`src/rtl/dma_pkg.sv`:
```
// Shared AXI/DMA types for the read-side burst responder.
package dma_pkg;

    localparam int unsigned ADDR_W = 32;
    localparam int unsigned DATA_W = 512;
    localparam int unsigned LEN_W  = 8;
    localparam int unsigned STRB_W = DATA_W / 8;

    typedef logic [ADDR_W-1:0] axi_addr_t;
    typedef logic [LEN_W-1:0]  axi_len_t;
    typedef logic [STRB_W-1:0] axi_strb_t;
    typedef logic [2:0]        axi_size_t;

    localparam logic [1:0] AXI_BURST_INCR = 2'b01;

    typedef struct packed {
        axi_addr_t addr;
        axi_len_t  alen;
        axi_strb_t strb;
    } s_dma_burst_info_t;

    typedef enum logic [1:0] {
        DMA_RRESP_ERR      = 2'd0,
        DMA_LAST_EARLY_ERR = 2'd1,
        DMA_LAST_MISS_ERR  = 2'd2
    } dma_rd_err_e;

endpackage

```
`src/rtl/dma_burst_info_fifo.sv`:
```
// Small synchronous FIFO with registered full/empty flags and a zero-latency head view.
module dma_burst_info_fifo #(
    parameter int unsigned DEPTH = 4,
    parameter type         T     = logic
) (
    input  logic clk,
    input  logic rstn,
    input  logic push_i,
    input  T     data_i,
    input  logic pop_i,
    output T     head_o,
    output logic full_o,
    output logic empty_o
);

    localparam int unsigned PTR_W = (DEPTH > 1) ? $clog2(DEPTH) : 1;
    localparam int unsigned CNT_W = $clog2(DEPTH + 1);

    T                 mem_q [DEPTH];
    logic [PTR_W-1:0] wr_ptr_q, wr_ptr_d;
    logic [PTR_W-1:0] rd_ptr_q, rd_ptr_d;
    logic [CNT_W-1:0] count_q, count_d;
    logic             full_q, full_d;
    logic             empty_q, empty_d;
    logic             push_eff, pop_eff;

    assign push_eff = push_i & ~full_q;
    assign pop_eff  = pop_i & ~empty_q;

    // Pointers wrap naturally because DEPTH is a power of two.
    always_comb begin
        wr_ptr_d = wr_ptr_q;
        rd_ptr_d = rd_ptr_q;
        count_d  = count_q;
        if (push_eff) begin
            wr_ptr_d = PTR_W'(wr_ptr_q + 1'b1);
        end
        if (pop_eff) begin
            rd_ptr_d = PTR_W'(rd_ptr_q + 1'b1);
        end
        case ({push_eff, pop_eff})
            2'b10:   count_d = CNT_W'(count_q + 1'b1);
            2'b01:   count_d = CNT_W'(count_q - 1'b1);
            default: count_d = count_q;
        endcase
        full_d  = (count_d == CNT_W'(DEPTH));
        empty_d = (count_d == '0);
    end

    always_ff @(posedge clk or negedge rstn) begin
        if (!rstn) begin
            wr_ptr_q <= '0;
            rd_ptr_q <= '0;
            count_q  <= '0;
            full_q   <= 1'b0;
            empty_q  <= 1'b1;
        end else begin
            wr_ptr_q <= wr_ptr_d;
            rd_ptr_q <= rd_ptr_d;
            count_q  <= count_d;
            full_q   <= full_d;
            empty_q  <= empty_d;
        end
    end

    always_ff @(posedge clk or negedge rstn) begin
        if (!rstn) begin
            for (int unsigned i = 0; i < DEPTH; i++) begin
                mem_q[i] <= '0;
            end
        end else if (push_eff) begin
            mem_q[wr_ptr_q] <= data_i;
        end
    end

    assign head_o  = mem_q[rd_ptr_q];
    assign full_o  = full_q;
    assign empty_o = empty_q;

endmodule

```
`src/rtl/dma_rd_burst_responder.sv`:
```
// DMA read front end: issues streamer bursts on AXI AR, forwards R beats with
// per-burst strobe/last, and latches the first beat-count or response error.
module dma_rd_burst_responder
    import dma_pkg::*;
#(
    parameter int unsigned MAX_OUTSTANDING = 4
) (
    input  logic              clk,
    input  logic              rstn,
    input  logic              req_valid_i,
    input  logic [ADDR_W-1:0] req_addr_i,
    input  logic [LEN_W-1:0]  req_alen_i,
    input  logic [2:0]        req_size_i,
    input  logic [STRB_W-1:0] req_strb_i,
    output logic              req_ready_o,
    output logic              arvalid_o,
    output logic [ADDR_W-1:0] araddr_o,
    output logic [LEN_W-1:0]  arlen_o,
    output logic [2:0]        arsize_o,
    output logic [1:0]        arburst_o,
    input  logic              arready_i,
    input  logic              rvalid_i,
    input  logic [DATA_W-1:0] rdata_i,
    input  logic [1:0]        rresp_i,
    input  logic              rlast_i,
    output logic              rready_o,
    output logic              dat_valid_o,
    output logic [DATA_W-1:0] dat_data_o,
    output logic [STRB_W-1:0] dat_strb_o,
    output logic              dat_last_o,
    input  logic              dat_ready_i,
    output logic              busy_o,
    output logic              err_valid_o,
    output logic [1:0]        err_src_o,
    output logic [ADDR_W-1:0] err_addr_o,
    input  logic              err_clr_i
);

    localparam int unsigned BEAT_W = LEN_W + 1;

    s_dma_burst_info_t push_entry;
    s_dma_burst_info_t head;
    logic              info_full, info_empty;
    logic              accept, r_hs, exp_last, pop;

    logic              arvalid_q, arvalid_d;
    axi_addr_t         araddr_q, araddr_d;
    axi_len_t          arlen_q, arlen_d;
    axi_size_t         arsize_q, arsize_d;
    logic [BEAT_W-1:0] beat_q, beat_d;
    logic              err_valid_q, err_valid_d;
    dma_rd_err_e       err_src_q, err_src_d;
    axi_addr_t         err_addr_q, err_addr_d;
    logic              unused_rresp0;

    // DECERR and SLVERR both have bit 1 set; bit 0 carries no extra meaning here.
    assign unused_rresp0 = rresp_i[0];

    assign req_ready_o = (~arvalid_q | arready_i) & ~info_full;
    assign accept      = req_valid_i & req_ready_o;
    assign push_entry  = '{addr: req_addr_i, alen: req_alen_i, strb: req_strb_i};

    dma_burst_info_fifo #(
        .DEPTH (MAX_OUTSTANDING),
        .T     (s_dma_burst_info_t)
    ) u_info_fifo (
        .clk     (clk),
        .rstn    (rstn),
        .push_i  (accept),
        .data_i  (push_entry),
        .pop_i   (pop),
        .head_o  (head),
        .full_o  (info_full),
        .empty_o (info_empty)
    );

    // R path is a pure pass-through gated by having a burst to attribute beats to.
    assign rready_o    = dat_ready_i & ~info_empty;
    assign dat_valid_o = rvalid_i & ~info_empty;
    assign dat_data_o  = rdata_i;
    assign r_hs        = rvalid_i & rready_o;
    assign exp_last    = ~info_empty & (beat_q == {1'b0, head.alen});
    assign pop         = r_hs & exp_last;
    assign dat_last_o  = exp_last;
    assign dat_strb_o  = (head.alen == '0) ? head.strb : '1;

    always_comb begin
        arvalid_d = arvalid_q;
        araddr_d  = araddr_q;
        arlen_d   = arlen_q;
        arsize_d  = arsize_q;
        if (accept) begin
            arvalid_d = 1'b1;
            araddr_d  = req_addr_i;
            arlen_d   = req_alen_i;
            arsize_d  = req_size_i;
        end else if (arready_i) begin
            arvalid_d = 1'b0;
        end
    end

    always_comb begin
        beat_d = beat_q;
        if (pop) begin
            beat_d = '0;
        end else if (r_hs) begin
            beat_d = BEAT_W'(beat_q + 1'b1);
        end
    end

    // First error wins; a coincident clear discards the new error.
    always_comb begin
        err_valid_d = err_valid_q;
        err_src_d   = err_src_q;
        err_addr_d  = err_addr_q;
        if (err_clr_i) begin
            err_valid_d = 1'b0;
        end else if (!err_valid_q && r_hs) begin
            if (rresp_i[1]) begin
                err_valid_d = 1'b1;
                err_src_d   = DMA_RRESP_ERR;
                err_addr_d  = head.addr;
            end else if (rlast_i && !exp_last) begin
                err_valid_d = 1'b1;
                err_src_d   = DMA_LAST_EARLY_ERR;
                err_addr_d  = head.addr;
            end else if (exp_last && !rlast_i) begin
                err_valid_d = 1'b1;
                err_src_d   = DMA_LAST_MISS_ERR;
                err_addr_d  = head.addr;
            end
        end
    end

    always_ff @(posedge clk or negedge rstn) begin
        if (!rstn) begin
            arvalid_q   <= 1'b0;
            araddr_q    <= '0;
            arlen_q     <= '0;
            arsize_q    <= '0;
            beat_q      <= '0;
            err_valid_q <= 1'b0;
            err_src_q   <= DMA_RRESP_ERR;
            err_addr_q  <= '0;
        end else begin
            arvalid_q   <= arvalid_d;
            araddr_q    <= araddr_d;
            arlen_q     <= arlen_d;
            arsize_q    <= arsize_d;
            beat_q      <= beat_d;
            err_valid_q <= err_valid_d;
            err_src_q   <= err_src_d;
            err_addr_q  <= err_addr_d;
        end
    end

    assign arvalid_o   = arvalid_q;
    assign araddr_o    = araddr_q;
    assign arlen_o     = arlen_q;
    assign arsize_o    = arsize_q;
    assign arburst_o   = AXI_BURST_INCR;
    assign busy_o      = arvalid_q | ~info_empty;
    assign err_valid_o = err_valid_q;
    assign err_src_o   = err_src_q;
    assign err_addr_o  = err_addr_q;

endmodule

```
`config.mk`:
```
export PLATFORM = sky130hd
export DESIGN_NAME = dma_rd_burst_responder
export DESIGN_NICKNAME = d
export VERILOG_FILES = /design/src/rtl/dma_pkg.sv /design/src/rtl/dma_burst_info_fifo.sv /design/src/rtl/dma_rd_burst_responder.sv
export SDC_FILE = /design/constraint.sdc
export NUM_CORES = 1
export LEC_CHECK = 0
export CAP_MARGIN = 20
export CORE_AREA = 2 2 500 502
export CTS_CLUSTER_DIAMETER = 120
export DETAILED_ROUTE_END_ITERATION = 16
export DIE_AREA = 0 0 502 504
export PLACE_DENSITY = 0.37
export SLEW_MARGIN = 20
export SYNTH_ARGS = -nofsm -noshare
export SYNTH_HDL_FRONTEND = slang
export SYNTH_SLANG_ARGS = --single-unit
```
`constraint.sdc`:
```
create_clock -name clk -period 8.8 [get_ports clk]
set_clock_uncertainty 0.15 [all_clocks]
set_input_delay 0.88 -clock clk [delete_from_list [all_inputs] [get_ports clk]]
set_output_delay 0.88 -clock clk [all_outputs]
set_load 0.01 [all_outputs]
```
Word level (Yosys, flattened, before mapping)
Cells that the tools add are included.
{"block": "totals", "reg_bits": 513, "in_bits": 629, "out_inout_bits": 662, "word_cells": 93}
{"block": "op_classes", "n_addsub": 5, "n_lt_le_gt_ge": 3, "eq_ne": 4, "mux": 23, "bitwise_logic": 17, "reduce_logical": 16}
{"cell": "416-bit bitwise mux", "n": 1}
{"cell": "104-bit 2-to-1 mux", "n": 3}
{"cell": "104-bit binary-select mux with 2-bit select", "n": 1}
{"cell": "104-bit demux with 2-bit select", "n": 1}
{"cell": "32-bit 2-to-1 mux", "n": 3}
{"cell": "64-bit 2-to-1 mux", "n": 1}
{"cell": "9-bit 2-to-1 mux", "n": 2}
{"cell": "9-bit by 1-bit adder with 9-bit output (second input constant)", "n": 1}
{"cell": "1-bit bitwise AND", "n": 9}
{"cell": "9-bit by 8-bit == test with 1-bit output", "n": 1}
{"cell": "8-bit logical NOT", "n": 1}
{"cell": "1-bit 2-to-1 mux", "n": 7}
{"cell": "3-bit greater-or-equal comparator (second input constant)", "n": 2}
{"cell": "2-bit 2-to-1 mux", "n": 3}
{"cell": "2-bit NOT with 3-bit output", "n": 2}
{"cell": "3-bit one-hot mux with 2 select lines", "n": 1}
{"cell": "2-bit nonzero test", "n": 3}
{"cell": "2-bit by 1-bit adder with 2-bit output (second input constant)", "n": 2}
{"cell": "1-bit logical AND", "n": 4}
{"cell": "1-bit NOT", "n": 4}
{"cell": "4-bit nonzero test", "n": 1}
{"cell": "3-bit by 1-bit adder with 3-bit output (second input constant)", "n": 1}
{"cell": "3-bit == test (second input constant)", "n": 1}
{"cell": "1-bit logical NOT", "n": 3}
{"cell": "9 further kinds", "n": 10}

Longest topological paths before layout
{"block": "logic_depth", "word_depth": 12, "mapped_depth": 14, "depth_no_buf": 11}

Hierarchy
Synthesis repeated with hierarchy kept, for this count alone.
{"block": "unflattened", "hier_cells": 1894, "area_unflattened_um2": 27460.1}
{"mod": "dma_burst_info_fifo", "instances": 1, "cells_each": 1053, "area_per_inst_um2": 19382.3, "seq_area_each_um2": 10636.5}
{"mod": "dma_rd_burst_responder", "instances": 1, "cells_each": 841, "area_per_inst_um2": 8077.7, "seq_area_each_um2": 2202.1}

Worst setup path before layout
OpenSTA, ideal clock, no wires.
{"block": "synth_path", "path_type": "register to register", "startpoint": "register u_info_fifo.rd_ptr_q[0]", "endpoint": "register err_addr_q[11] (netlist: err_addr_o[11])", "setup_ns": 0.125, "arrival_ns": 3.398, "required_ns": 8.525, "setup_slack_ns": 5.127, "stages_incl_launch_ff": 13, "n_path_buf": 2, "synth_period_minus_slack_ns": 3.673, "cell_sequence": "dfrtp_1 > buf_6 > mux4_2 > xor2_1 > nor3_2 > nand4_2 > nor2_1 > inv_1 > ha_1 > or2_2 > o21ai_1 > clkbuf_1 > mux2_2"}
{"block": "synth_via", "elab_chain_cells": 10, "elab_cells_between_ends": 14, "classes_between": "1 x eq/ne; 6 x mux; 2 x bitwise; 5 x reduce/logical"}
{"element": "start, declared", "line_no": "dma_burst_info_fifo.sv:21", "text": "logic [PTR_W-1:0] rd_ptr_q, rd_ptr_d;"}
{"element": "start signal, assigned", "line_no": "dma_burst_info_fifo.sv:59", "text": "rd_ptr_q <= rd_ptr_d;"}
{"element": "2-bit NOT with 3-bit output (implied by the code) *", "line_no": "dma_burst_info_fifo.sv:76", "text": "assign head_o = mem_q[rd_ptr_q];"}
{"element": "104-bit binary-select mux with 2-bit select *", "line_no": "dma_burst_info_fifo.sv:76"}
{"element": "104-bit 2-to-1 mux (implied by the code) * (2 in series)", "line_no": "dma_burst_info_fifo.sv:76"}
{"element": "9-bit by 8-bit == test with 1-bit output *", "line_no": "dma_rd_burst_responder.sv:82", "text": "assign exp_last = ~info_empty & (beat_q == {1'b0, head.alen});"}
{"element": "1-bit bitwise AND *", "line_no": "dma_rd_burst_responder.sv:82"}
{"element": "net dat_last_o", "line_no": "dma_rd_burst_responder.sv:30", "text": "output logic dat_last_o,"}
{"element": "1-bit logical NOT", "line_no": "dma_rd_burst_responder.sv:123", "text": "end else if (rlast_i && !exp_last) begin"}
{"element": "1-bit logical AND", "line_no": "dma_rd_burst_responder.sv:123"}
{"element": "3-bit nonzero test (no source line) / 32-bit 2-to-1 mux (equally long branches)"}
{"element": "3-bit AND reduction (no source line) / 32-bit 2-to-1 mux (equally long branches)"}
{"element": "end signal, assigned", "line_no": "dma_rd_burst_responder.sv:153", "text": "err_addr_q <= err_addr_d;"}
{"element": "end, declared", "line_no": "dma_rd_burst_responder.sv:53", "text": "axi_addr_t err_addr_q, err_addr_d;"}
The timed path passes the listed nets; every way through them passes the cells marked *. The select of a mux whose other input is x is not followed.
A chain may end at the register's enable or synchronous reset.

Final worst setup path
{"block": "layout_path", "startpoint": "register u_info_fifo.rd_ptr_q[1]", "endpoint": "output port dat_strb_o[47]"}
{"block": "layout_via", "elab_chain_cells": 6}
{"element": "2-bit NOT with 3-bit output (implied by the code) *", "line_no": "dma_burst_info_fifo.sv:76"}
{"element": "104-bit binary-select mux with 2-bit select *", "line_no": "dma_burst_info_fifo.sv:76"}
{"element": "104-bit 2-to-1 mux (implied by the code) * (2 in series)", "line_no": "dma_burst_info_fifo.sv:76"}
{"element": "8-bit logical NOT", "line_no": "dma_rd_burst_responder.sv:85", "text": "assign dat_strb_o = (head.alen == '0) ? head.strb : '1;"}
{"element": "64-bit 2-to-1 mux *", "line_no": "dma_rd_burst_responder.sv:85"}
{"element": "end, declared", "line_no": "dma_rd_burst_responder.sv:29", "text": "output logic [STRB_W-1:0] dat_strb_o,"}
Mark *: on every way between the ends. The rest lies on a longest branch, timed or not. The select of a mux whose other input is x is not followed.

==> out/metrics.csv <==
metric,value,unit
status,"finished, final reports clean",
DR vias/cell,2.837,
overall die area,253000,sq um
CP Class,flop to output port,
clk_lat worst skew,0.65,ns
Cell variety after synth,42,
Post-CTS Setup Bufs,0,
CTS Buffer Depth,3,
Synth Instances,1993,
site row count,183,
Worst-Margin Slew,0.9715,ns
Worst EP arrival,4.68,ns
data required time at the worst endpoint,7.77,ns
sequential area share after synthesis,49.01,%
crit-path max FO,53,
total of warnings raised by yosys,0,
Worst Setup End Kind,output port,
critical path startpoint,u_info_fifo.rd_ptr_q[1],
area of the mapped netlist,26200,sq um
Clock Tree Root,clkbuf_16,
area growth from synthesis to layout,19.40,%
syn_area_per_cell,13.14,sq um
H-tree Lvls,3,
TritonCTS Buffers,67,
fmax,175.1,MHz
"EDFF count, synth",0,
pin count of the biggest net entering global routing,127,
first-pass GRT wire length,215.7,mm
relative slew slack,35.24,%
# setup viols final,0,
r2r endpoint,err_addr_o[6],
detailed placer's ending HPWL,152.2,mm
worst hold-check path type,input port to async pin,
final hold vios,0,
most frequent cell after synthesis,buf_4,
Synth Flop Type,dfrtp_1,
syn nets,2631,
Residual DRC,0,
Yosys reg bits,513,
Tcrit/Tclk final,64.88,%
Antenna Nets Post-Route,0,
cell taking the most area after synthesis,dfrtp_1,
gr ovfl total,0,
routed vias,14560,
DR WL/cell,34.74,um
RePlAce Congestion,0.8668,
met1 usage,9.150,%
top-level port count,1291,
DR pass1 iterations,4,
worst r2r src,u_info_fifo.rd_ptr_q[1],
share of layout cells above drive strength 1,38.88,%
Initial Util,10.58,%
Setup crit start kind,flop,
nets@finish,2381,
critical path capture point,dat_strb_o[47],
busiest grt layer,met2,
met2 Use GR,21.88,%
final worst path period need,5.709,ns
starting DRC count in detailed routing,603,
met3 GRT Util,18.41,%
Hold Buf Count CTS,0,
Max Cap Viol,0,
Worst-path clk slew,0.06,ns
Core Region,247500,sq um
drt total wl,178.3,mm
Static Leak,11.78,nW
asr flop ratio synth,100.0,%
Fin Hold WS,0.09173,ns
clk sinks,513,
"Slew Viols, Final",0,
Area contributors post-synth,"dfrtp_1 (49%), mux2_2 (19%), buf_4 (15%)",
die height,504,um
Synth top area share,48.91,%
initial antenna violation count,68,
port buffer count,263,
post-cts sizing count,0,
PwrDens,344.6,nW/um^2
R2R Setup Slk,3.45,ns
RSZ-0062 raised after global routing,false,
Die Wd,502,um
CTS tree,done,
Commonest cells post-synth,"buf_4 (514), dfrtp_1 (512), mux2_2 (449)",
GRT Util Overall,13.67,%
r2r worst-path depth,12,
worst vdd ir,0.0001880,V
vias in the first global route,15600,
setup TNS,0,ns
placed cells by master, fill, tap and decap left out, types with 12 or more instances in the layout:
master	synthesis	routed
or2_1	60	60
xnor2_1	14	14
nand2_1	143	139
mux4_2	100	100
diode_2	0	12
nor2_1	12	12
clkdlybuf4s50_1	0	262
clkbuf_1	28	13
dfrtp_1	512	510
mux2_2	449	449
clkbuf_16	0	69
buf_4	514	22
how the worst min path moves through the flow:
stage / cells after the start / endpoint
floorplan: 1 / u_info_fifo.count_q[2]
global route: 1 / u_info_fifo.mem_q[35]
detailed placement: 2 / araddr_o[27]
finish: 1 / u_info_fifo.mem_q[35]
global placement: 2 / arsize_o[0]
CTS: 1 / u_info_fifo.mem_q[139]
per-stage QoR:
stage | total power, mW | instance area (sq um) | utilization, % | setup slack, ns | cells
global route | 11.42 | 31250 | 12.63 | 2.794 | 5120
global placement | 8.049 | 28980 | 11.71 | 3.156 | 5004
finish | 10.78 | 31280 | 12.64 | 3.091 | 5132
floorplan | 6.700 | 26200 | - | 5.127 | 1993
detailed placement | 8.117 | 28980 | 11.71 | 3.150 | 5004
CTS | 11.06 | 31250 | 12.63 | 2.837 | 5120
sequential cells by signal, summed over array words and instances, names as in the netlist, 2 cells and up:
name,cells
u_info_fifo.count_q,3
u_info_fifo.wr_ptr_q,2
err_src_o,2
arsize_o,3
err_addr_o,32
beat_q,9
arlen_o,8
u_info_fifo.rd_ptr_q,2
araddr_o,32
u_info_fifo.mem_q,416
layer usage:
| metal | wire length, um | up-vias |
|---|---|---|
| li1 | - | 5847 |
| met1 | 40500 | 7176 |
| met2 | 81490 | 1175 |
| met3 | 52050 | 262 |
| met4 | 3102 | 100 |
| met5 | 1138 | - |
critical path, stage by stage (launching register included):
cell and delay (ns):
dfrtp_4 1.05, buf_4 0.63, mux2i_1 0.37, nand2b_1 0.09, o32a_2 0.62, buf_4 0.36
or2_1 0.28, clkdlybuf4s50_1 0.54
final cells by class:
type / instances / area, sq um
antenna: 12 / 30.03
clock buffer: 92 / 1913
clock inverter: 24 / 361.6
fill: 27840 / 216200
inverter: 6 / 22.52
multi-input combinational: 869 / 9117
sequential: 513 / 12850
tap: 3330 / 4167
timing repair buffer: 286 / 2823
power by group:
| part | internal (mW) | total [mW] | leakage (nW) | switching (mW) |
|---|---|---|---|---|
| Clock | 1.71 | 2.86 | 1.12 | 1.15 |
| Combinational | 2.09 | 3.69 | 4.50 | 1.60 |
| Sequential | 3.51 | 4.23 | 6.15 | 0.716 |
cells by family (layout without fill, tap and decap cells):
logic type | Yosys count | after routing | synth area share (%)
mux | 559 | 559 | 28.28
flops | 513 | 513 | 49.01
xor+xnor | 23 | 23 | 0.7690
buf+inv | 611 | 408 | 16.36
other cells | 2 | 14 | 0.02867
compound gates | 21 | 21 | 0.4537
simple gates | 255 | 255 | 4.642
fa+ha+maj | 9 | 9 | 0.4585
Note: power is estimated with default switching activity, not from simulation.
